**src/rtl/llander_thrust_ctrl.sv**
```systemverilog
// Lunar Lander thrust / rotate conditioner.
// Turns the analog stick, D-pad thrust requests and turn requests into the
// registered 8-bit THRUST value and active-low rotate lines for LLANDER_TOP.
// Analog mode: THRUST follows 127 - joy_y (clamped) with 2 cycles of latency.
// D-pad mode: a shared ramp register steps once per tick and feeds THRUST.
module llander_thrust_ctrl #(
   parameter int TICK_DIV   = 98425,
   parameter int THRUST_MAX = 254,
   parameter int TURN_ON    = 64,
   parameter int TURN_OFF   = 48
) (
   input  logic              clk_25,
   input  logic              RESET_L,
   input  logic              mode_dpad,
   input  logic signed [7:0] joy_y,
   input  logic signed [7:0] joy_x,
   input  logic              thr_up,
   input  logic              thr_down,
   input  logic              turn_l,
   input  logic              turn_r,
   output logic        [7:0] THRUST,
   output logic              ROT_LEFT_L,
   output logic              ROT_RIGHT_L
);

   localparam int CNT_W = (TICK_DIV > 1) ? $clog2(TICK_DIV) : 1;
   localparam logic [CNT_W-1:0]  CNT_LAST = CNT_W'(TICK_DIV - 1);
   localparam logic        [7:0] MAX8     = 8'(THRUST_MAX);
   localparam logic signed [8:0] MAX9     = 9'(THRUST_MAX);
   localparam logic signed [8:0] ON_P     = 9'(TURN_ON);
   localparam logic signed [8:0] OFF_P    = 9'(TURN_OFF);
   localparam logic signed [8:0] ON_N     = -ON_P;
   localparam logic signed [8:0] OFF_N    = -OFF_P;

   // Clamp a 9-bit signed thrust candidate into 0..THRUST_MAX.
   function automatic logic [7:0] sat_thrust(input logic signed [8:0] v);
      if (v > MAX9) begin
         return MAX8;
      end else if (v < 9'sd0) begin
         return 8'd0;
      end else begin
         return v[7:0];
      end
   endfunction

   // One ramp step; opposing or absent requests hold, both ends saturate.
   function automatic logic [7:0] ramp_step(input logic [7:0] r,
                                            input logic up,
                                            input logic dn);
      if (up && !dn) begin
         return (r >= MAX8) ? MAX8 : r + 8'd1;
      end else if (dn && !up) begin
         return (r == 8'd0) ? 8'd0 : r - 8'd1;
      end else begin
         return r;
      end
   endfunction

   logic        [7:0]       ana_q, ana_d;
   logic        [7:0]       ramp_q, ramp_d;
   logic        [7:0]       thrust_q, thrust_d;
   logic        [CNT_W-1:0] cnt_q, cnt_d;
   logic                    mode_q;
   logic                    hl_q, hl_d;
   logic                    hr_q, hr_d;
   logic                    rot_l_q, rot_l_d;
   logic                    rot_r_q, rot_r_d;

   logic signed [8:0]       joy_y9;
   logic signed [8:0]       joy_x9;
   logic signed [8:0]       ana_raw;
   logic                    tick;
   logic                    mode_rise;
   logic                    want_l;
   logic                    want_r;

   assign joy_y9 = joy_y;
   assign joy_x9 = joy_x;

   // Analog map, tick decode, mode handover and ramp next-state.
   always_comb begin
      ana_raw   = 9'sd127 - joy_y9;
      ana_d     = sat_thrust(ana_raw);
      tick      = (cnt_q == CNT_LAST);
      mode_rise = mode_dpad & ~mode_q;
      cnt_d     = cnt_q + CNT_W'(1);
      ramp_d    = ramp_q;
      if (mode_rise) begin
         // Handover wins over a coincident tick so the ramp starts from the
         // current stick value with a full tick period ahead of it.
         cnt_d  = '0;
         ramp_d = ana_q;
      end else if (tick) begin
         cnt_d  = '0;
         ramp_d = ramp_step(ramp_q, thr_up, thr_down);
      end
      thrust_d = mode_q ? ramp_q : ana_q;
   end

   // Turn hysteresis per direction and the rotate-line decode.
   always_comb begin
      hl_d = hl_q;
      if (joy_x9 < ON_N) begin
         hl_d = 1'b1;
      end else if (joy_x9 > OFF_N) begin
         hl_d = 1'b0;
      end
      hr_d = hr_q;
      if (joy_x9 > ON_P) begin
         hr_d = 1'b1;
      end else if (joy_x9 < OFF_P) begin
         hr_d = 1'b0;
      end
      want_l  = turn_l | hl_d;
      want_r  = turn_r | hr_d;
      // Conflicting requests cancel: neither line is pulled low.
      rot_l_d = ~(want_l & ~want_r);
      rot_r_d = ~(want_r & ~want_l);
   end

   // Thrust path registers: analog sample, ramp, tick counter, mode, output.
   always_ff @(posedge clk_25 or negedge RESET_L) begin
      if (!RESET_L) begin
         ana_q    <= 8'd0;
         ramp_q   <= 8'd0;
         cnt_q    <= '0;
         mode_q   <= 1'b0;
         thrust_q <= 8'd0;
      end else begin
         ana_q    <= ana_d;
         ramp_q   <= ramp_d;
         cnt_q    <= cnt_d;
         mode_q   <= mode_dpad;
         thrust_q <= thrust_d;
      end
   end

   // Rotate path registers: hysteresis flags and active-low outputs.
   always_ff @(posedge clk_25 or negedge RESET_L) begin
      if (!RESET_L) begin
         hl_q    <= 1'b0;
         hr_q    <= 1'b0;
         rot_l_q <= 1'b1;
         rot_r_q <= 1'b1;
      end else begin
         hl_q    <= hl_d;
         hr_q    <= hr_d;
         rot_l_q <= rot_l_d;
         rot_r_q <= rot_r_d;
      end
   end

   assign THRUST      = thrust_q;
   assign ROT_LEFT_L  = rot_l_q;
   assign ROT_RIGHT_L = rot_r_q;

endmodule

```
**config.mk**
```make
export PLATFORM = sky130hd
export DESIGN_NAME = llander_thrust_ctrl
export DESIGN_NICKNAME = d
export VERILOG_FILES = /design/src/rtl/llander_thrust_ctrl.sv
export SDC_FILE = /design/constraint.sdc
export NUM_CORES = 1
export LEC_CHECK = 0
export BUFFER_PORTS_ARGS = -buffer_cell sky130_fd_sc_hd__buf_2
export CAP_MARGIN = 20
export CORE_ASPECT_RATIO = 1.1
export CORE_MARGIN = 3
export CORE_UTILIZATION = 57
export DETAILED_ROUTE_END_ITERATION = 10
export MAX_ROUTING_LAYER = met4
export PLACE_DENSITY = 0.86
export SYNTH_ARGS = -nofsm -noshare
export SYNTH_HDL_FRONTEND = slang
export SYNTH_SLANG_ARGS = --single-unit
export TNS_END_PERCENT = 5
```
**constraint.sdc**
```tcl
create_clock -name clk_25 -period 2.6 [get_ports clk_25]
set_clock_uncertainty 0.05 [all_clocks]
set_input_delay 0.13 -clock clk_25 [delete_from_list [all_inputs] [get_ports clk_25]]
set_output_delay 0.13 -clock clk_25 [all_outputs]
set_load 0.03 [all_outputs]
```
* Yosys cells after proc, flatten, opt, wreduce, memory -nomap -nowiden
Index checks and enable logic that the tools add are counted.
Widths: inputs -> output; s select.
** Cells by class
- Divide/modulo/power cells :: 0
- Bitwise gates (word level) :: 10
- $lt $le $gt $ge :: 7
- Mux-type cells :: 15
- Multiply operators :: 0
- Equality and inequality tests :: 1
- $add $sub $neg :: 4
- Shifts and indexed selects :: 0
- Reductions and logical operators :: 8
** Operators by type and width (count)
- $mux 8 :: 9
- $mux 17 :: 2
- $add 17x1->17 const B :: 1
- $eq 17x17->1 const B :: 1
- $lt 8x7->1 const B :: 2
- $gt 9x9->1 const B :: 1
- $lt 9x1->1 const B :: 1
- $sub 8x8->9 const A :: 1
- $add 8x1->8 const B :: 1
- $ge 8x8->1 const B :: 1
- $gt 8x7->1 const B :: 1
- $gt 8x8->1 const B :: 1
- $logic_not 8->1 :: 1
- $sub 8x1->8 const B :: 1
- $not 1->1 :: 5
- $mux 1 :: 4
- $and 1x1->1 :: 3
- $reduce_bool 3->1 :: 1
- $logic_and 1x1->1 :: 2
- $logic_not 1->1 :: 2
- $or 1x1->1 :: 2
- $reduce_and 2->1 :: 1
- $reduce_bool 2->1 :: 1
** Storage, ports and cells
- Memories kept :: 0
- Bits in latches :: 0
- Input port bits :: 23
- Logic and storage cells :: 54
- Register bits after elaboration :: 46
- Bits in writable memories :: 0
- Bits in read-only memories :: 0

* Logic depth before layout (Yosys ltp)
- Word-level depth :: 7
- Gate-level depth with buffers :: 8
- Depth with buffers taken out :: 7

* Worst setup path after synthesis
No wires, ideal clock.
- Kind :: register to register
- Start point :: reg ramp_q[1]
- End point :: reg ramp_q[5]
- Arrival :: 2.050 ns
- Slack :: 0.368 ns
- Cell stages (with the launch flop) :: 9
- Required time :: 2.418 ns
- Path buffers :: 1
- Clock period less this slack :: 2.232 ns
- Cells stage by stage :: dfrtp_1 -> clkbuf_1 -> inv_1 -> ha_1 -> or4b_1 -> or2_0 -> a211o_1 -> a21boi_0 -> o211ai_1
** Between the ends
- Longest elaborated chain between the ends :: 6
** Ends and longest elaborated chain
- start, declared :: RTL line 60 : logic [7:0] ramp_q, ramp_d;
- start signal, assigned :: RTL line 131 : ramp_q <= ramp_d;
- $sub 8x1->8 / $logic_not 8->1 (equally long branches) :: RTL line 53 : return (r == 8'd0) ? 8'd0 : r - 8'd1;
- $mux 8 :: RTL line 53
- $mux 8 :: RTL line 52 : end else if (dn && !up) begin
- $mux 8 * :: RTL line 50 : if (up && !dn) begin
- $mux 8 * :: RTL line 93 : end else if (tick) begin
- $mux 8 * :: RTL line 88 : if (mode_rise) begin
Mark *: on every way between the ends. The rest lies on a longest branch, timed or not. The select of a mux whose other input is x is not followed.
A chain may end at the register's enable or synchronous reset.

* Final worst setup path
Same ends and word-level chain as after synthesis.

==> results.sh <==
export IMPL_finalCriticalPeriod_ns=2.32
export IMPL_n_antenna_cell=0
export IMPL_ys_ff_latch=46
export IMPL_synth_ff_type="dfrtp_1"
export IMPL_hpwlAfterDp_mm=3.66
export IMPL_cts_buffer_depth=2
export IMPL_crit_arrival_ns=2.45
export IMPL_tightest_slew_ns=0.763
export IMPL_layout_nets=316
export IMPL_worstSkewPairLatency_ns=0.30
export IMPL_grt_pass1_vias=1992
export IMPL_synth_mux_area_frac=0.0374
export IMPL_antenna_found_initial=0
export IMPL_die_y_um=74.2
export IMPL_cts_clk_slew_worst_paths_ns=0.08
export IMPL_std_cell_rows=24
export IMPL_start_kind="flop"
export IMPL_synth_simple_area_share=0.218
export IMPL_cp_max_fo=11
export IMPL_antenna_left=0
export IMPL_num_fill_cells=302
export IMPL_fin_area_um2=2820
export IMPL_wl_per_cell_um=16.3
export IMPL_viasPerCell=5.94
export IMPL_core_region_area_um2=4020
export IMPL_start_util=0.598
export IMPL_htree_levels=2
export IMPL_synth_edf_count=0
export IMPL_grt_pass1_wl_mm=9.20
export IMPL_post_route_util=0.701
export IMPL_tritoncts="yes"
export IMPL_critical_path_required_ns=2.73
export IMPL_syn_num_nets=278
export IMPL_synth_adder_area_share=0.0312
export IMPL_place_inst=318
export IMPL_drtPass1Iterations=4
export IMPL_area_growth_syn_to_layout_pct=17.1
export IMPL_synth_compound_area_frac=0.122
export IMPL_synth_top_family_by_area="simple AND/OR/NAND/NOR gates"
export IMPL_synth_warning_count=0
export IMPL_drt_initial_drc_count=314
export IMPL_gr_usage_all_layers=0.254
export IMPL_num_vias=2021
export IMPL_synth_xor_area_frac=0.0582
export IMPL_worst_slew_margin_rel=0.491
export IMPL_dpl_cell_area_um2=2560
export IMPL_powerDensity_nw_per_um2=589
export IMPL_wl_mm=5.54
export IMPL_avgSynthCellArea_um2=9.67
export IMPL_post_cts_resized=0
export IMPL_fin_cells=340
export IMPL_rsz0062_at_grt="no"
export IMPL_synth_async_reset_ratio=1.00
export IMPL_dieArea_um2=5040
export IMPL_status="finished, final reports clean"
export IMPL_ys_seq_area_frac=0.479
export IMPL_slew_viol_final=0
export IMPL_grt_overflow_total=0
export IMPL_slowest_stage="or4b_1"
export IMPL_max_cap_violations=0
export IMPL_ioPinCount=33
export IMPL_cts_root_buffer="clkbuf_8"
export IMPL_leakagePower_nw=1.25
export IMPL_path_cells="inv_1 -> ha_1 -> or4b_1 -> or2_0 -> a211o_1 -> a21boi_0 -> o211ai_1"
export IMPL_hp_class="in2reg"
export IMPL_place_port_buffers=32
export IMPL_peakVddDrop_v=0.000493
export IMPL_clock_sinks=46
export IMPL_path_class="reg2reg"
export IMPL_grt_max_degree=47
export IMPL_setup_violations=0
export IMPL_cts_buffers=5
export IMPL_setup_tns_ns=0
export IMPL_final_hold_viol_count=0
export IMPL_place_congestion=1.03
export IMPL_clock_fmax_ghz=0.430
export IMPL_die_w_um=68.0
export IMPL_timing_hold_ws_ns=0.0308
export IMPL_syn_area_um2=2410
export IMPL_syn_inst=249
export IMPL_final_layout_size_suffix_gt1_frac=0.194
export IMPL_min_period_over_period=0.894
export IMPL_yosysUniqueCellTypes=47
export IMPL_critPathCaptureType="flop"
export IMPL_max_stage_delay_ns=0.52
export IMPL_drcViolationCount=0
[area by class of cell]
type	instances	area (um2)	share of cell area
repair buffers	46	310	0.110
clock inverters	1	8.76	0.00311
well taps	52	65.1	0.0231
multi-input cells	172	1120	0.399
flip-flops and latches	46	1150	0.409
clock buffers	7	96.3	0.0342
inverters	16	60.1	0.0213
[state kept, by name, summed over array words and instances, names as in the netlist, 8 cells and up]
register,count
ramp_q,8
cnt_q,17
ana_q,8
THRUST,8
[power by group]
part           switching (W)  total (W)  internal (W)
clock               0.000242   0.000485      0.000244
sequential         0.0000832   0.000863      0.000779
combinational       0.000176   0.000313      0.000137
total               0.000501    0.00166       0.00116
[stage by stage]
step | total power (W) | worst slack [ns]
after detailed placement | 0.00116 | 0.303
after global routing | 0.00175 | 0.142
after floorplan | 0.00107 | 0.368
final | 0.00166 | 0.275
after CTS | 0.00166 | 0.282
after global placement | 0.00115 | 0.381
[placed cells by master (no fill, tap or decap), types with 4 or more instances in the layout]
cell type      netlist  layout
a21oi_1             14      14
buf_2                0      32
nor4_1               4       4
clkbuf_8             0       7
mux2_2               8       8
or3_1                6       6
dfrtp_1             44      44
dlygate4sd3_1        0      13
xor2_1               6       6
nor3_1               7       7
o21ai_0              6       6
nand3_1             10      10
ha_1                 6       6
nor2_1              26      26
xnor2_1             10      10
nand4_1              7       7
nand2_1             17      17
a31oi_1              4       4
inv_1               16      16
[synthesized netlist by cell type, types with 3 or more instances]
cell       n  area (um2)
ha_1       6        75.1
dfrtp_1   44        1100
xor2_1     6        52.6
o211ai_1   3        22.5
mux2_2     8        90.1
nor4_1     4        25.0
o21ai_0    6        30.0
nor3_1     7        35.0
nand2b_1   3        18.8
nand4_1    7        43.8
nand2_1   17        63.8
xnor2_1   10        87.6
nand3_1   10        50.1
clkbuf_1  12        45.0
a21oi_1   14        70.1
a31oi_1    4        25.0
o31ai_1    3        22.5
a211o_1    3        26.3
and3_1     3        18.8
inv_1     16        60.1
or3_1      6        37.5
nor2_1    26        97.6
[cells by family after synthesis]
logic type      after synthesis
simple gates                 98
buf+inv                      31
flops                        46
compound gates               44
xor+xnor                     16
fa+ha+maj                     6
mux                           8
[layer usage]
layer | up-vias | part of all wire | GRT usage | routed length [um]
li1 | 948 | - | - | -
met2 | 91 | 0.52 | 0.419 | 2890
met1 | 963 | 0.39 | 0.292 | 2150
met4 | 0 | 0.031 | 0.117 | 172
met3 | 19 | 0.059 | 0.0559 | 329
met5 | - | 0 | - | 0
[worst paths after layout]
kind	endpoint	depth (start not counted)	startpoint	slack (ns)
setup / recovery	ramp_q[5]$_DFFE_PN0P_	7	ramp_q[1]$_DFFE_PN0P_	0.28
hold / removal	hl_q$_DFF_PN0_	2	joy_x[6]	0.03
setup reg to reg	ramp_q[5]$_DFFE_PN0P_	7	ramp_q[1]$_DFFE_PN0P_	0.28
hold reg to reg	ramp_q[4]$_DFFE_PN0P_	2	ana_q[4]$_DFF_PN0_	0.43
max in group asynchronous	ROT_RIGHT_L$_DFF_PN1_	3	RESET_L	1.90
min in group asynchronous	THRUST[7]$_DFF_PN0_	2	RESET_L	0.12
[critical path: cells and delay by family, from the launching register on]
kind            cells  cell delay, ns
simple gates        2            0.79
flops               1            0.49
fa+ha+maj           1            0.19
compound gates      3            0.56
buf+inv             1            0.12
[what timing repair did]
| action | CTS | global route |
|---|---|---|
| setup buffers | 0 | 0 |
| endpoints found under the hold margin | 55 | 0 |
| hold buffers | 13 | 0 |
Power figures use the tool's default switching activity.
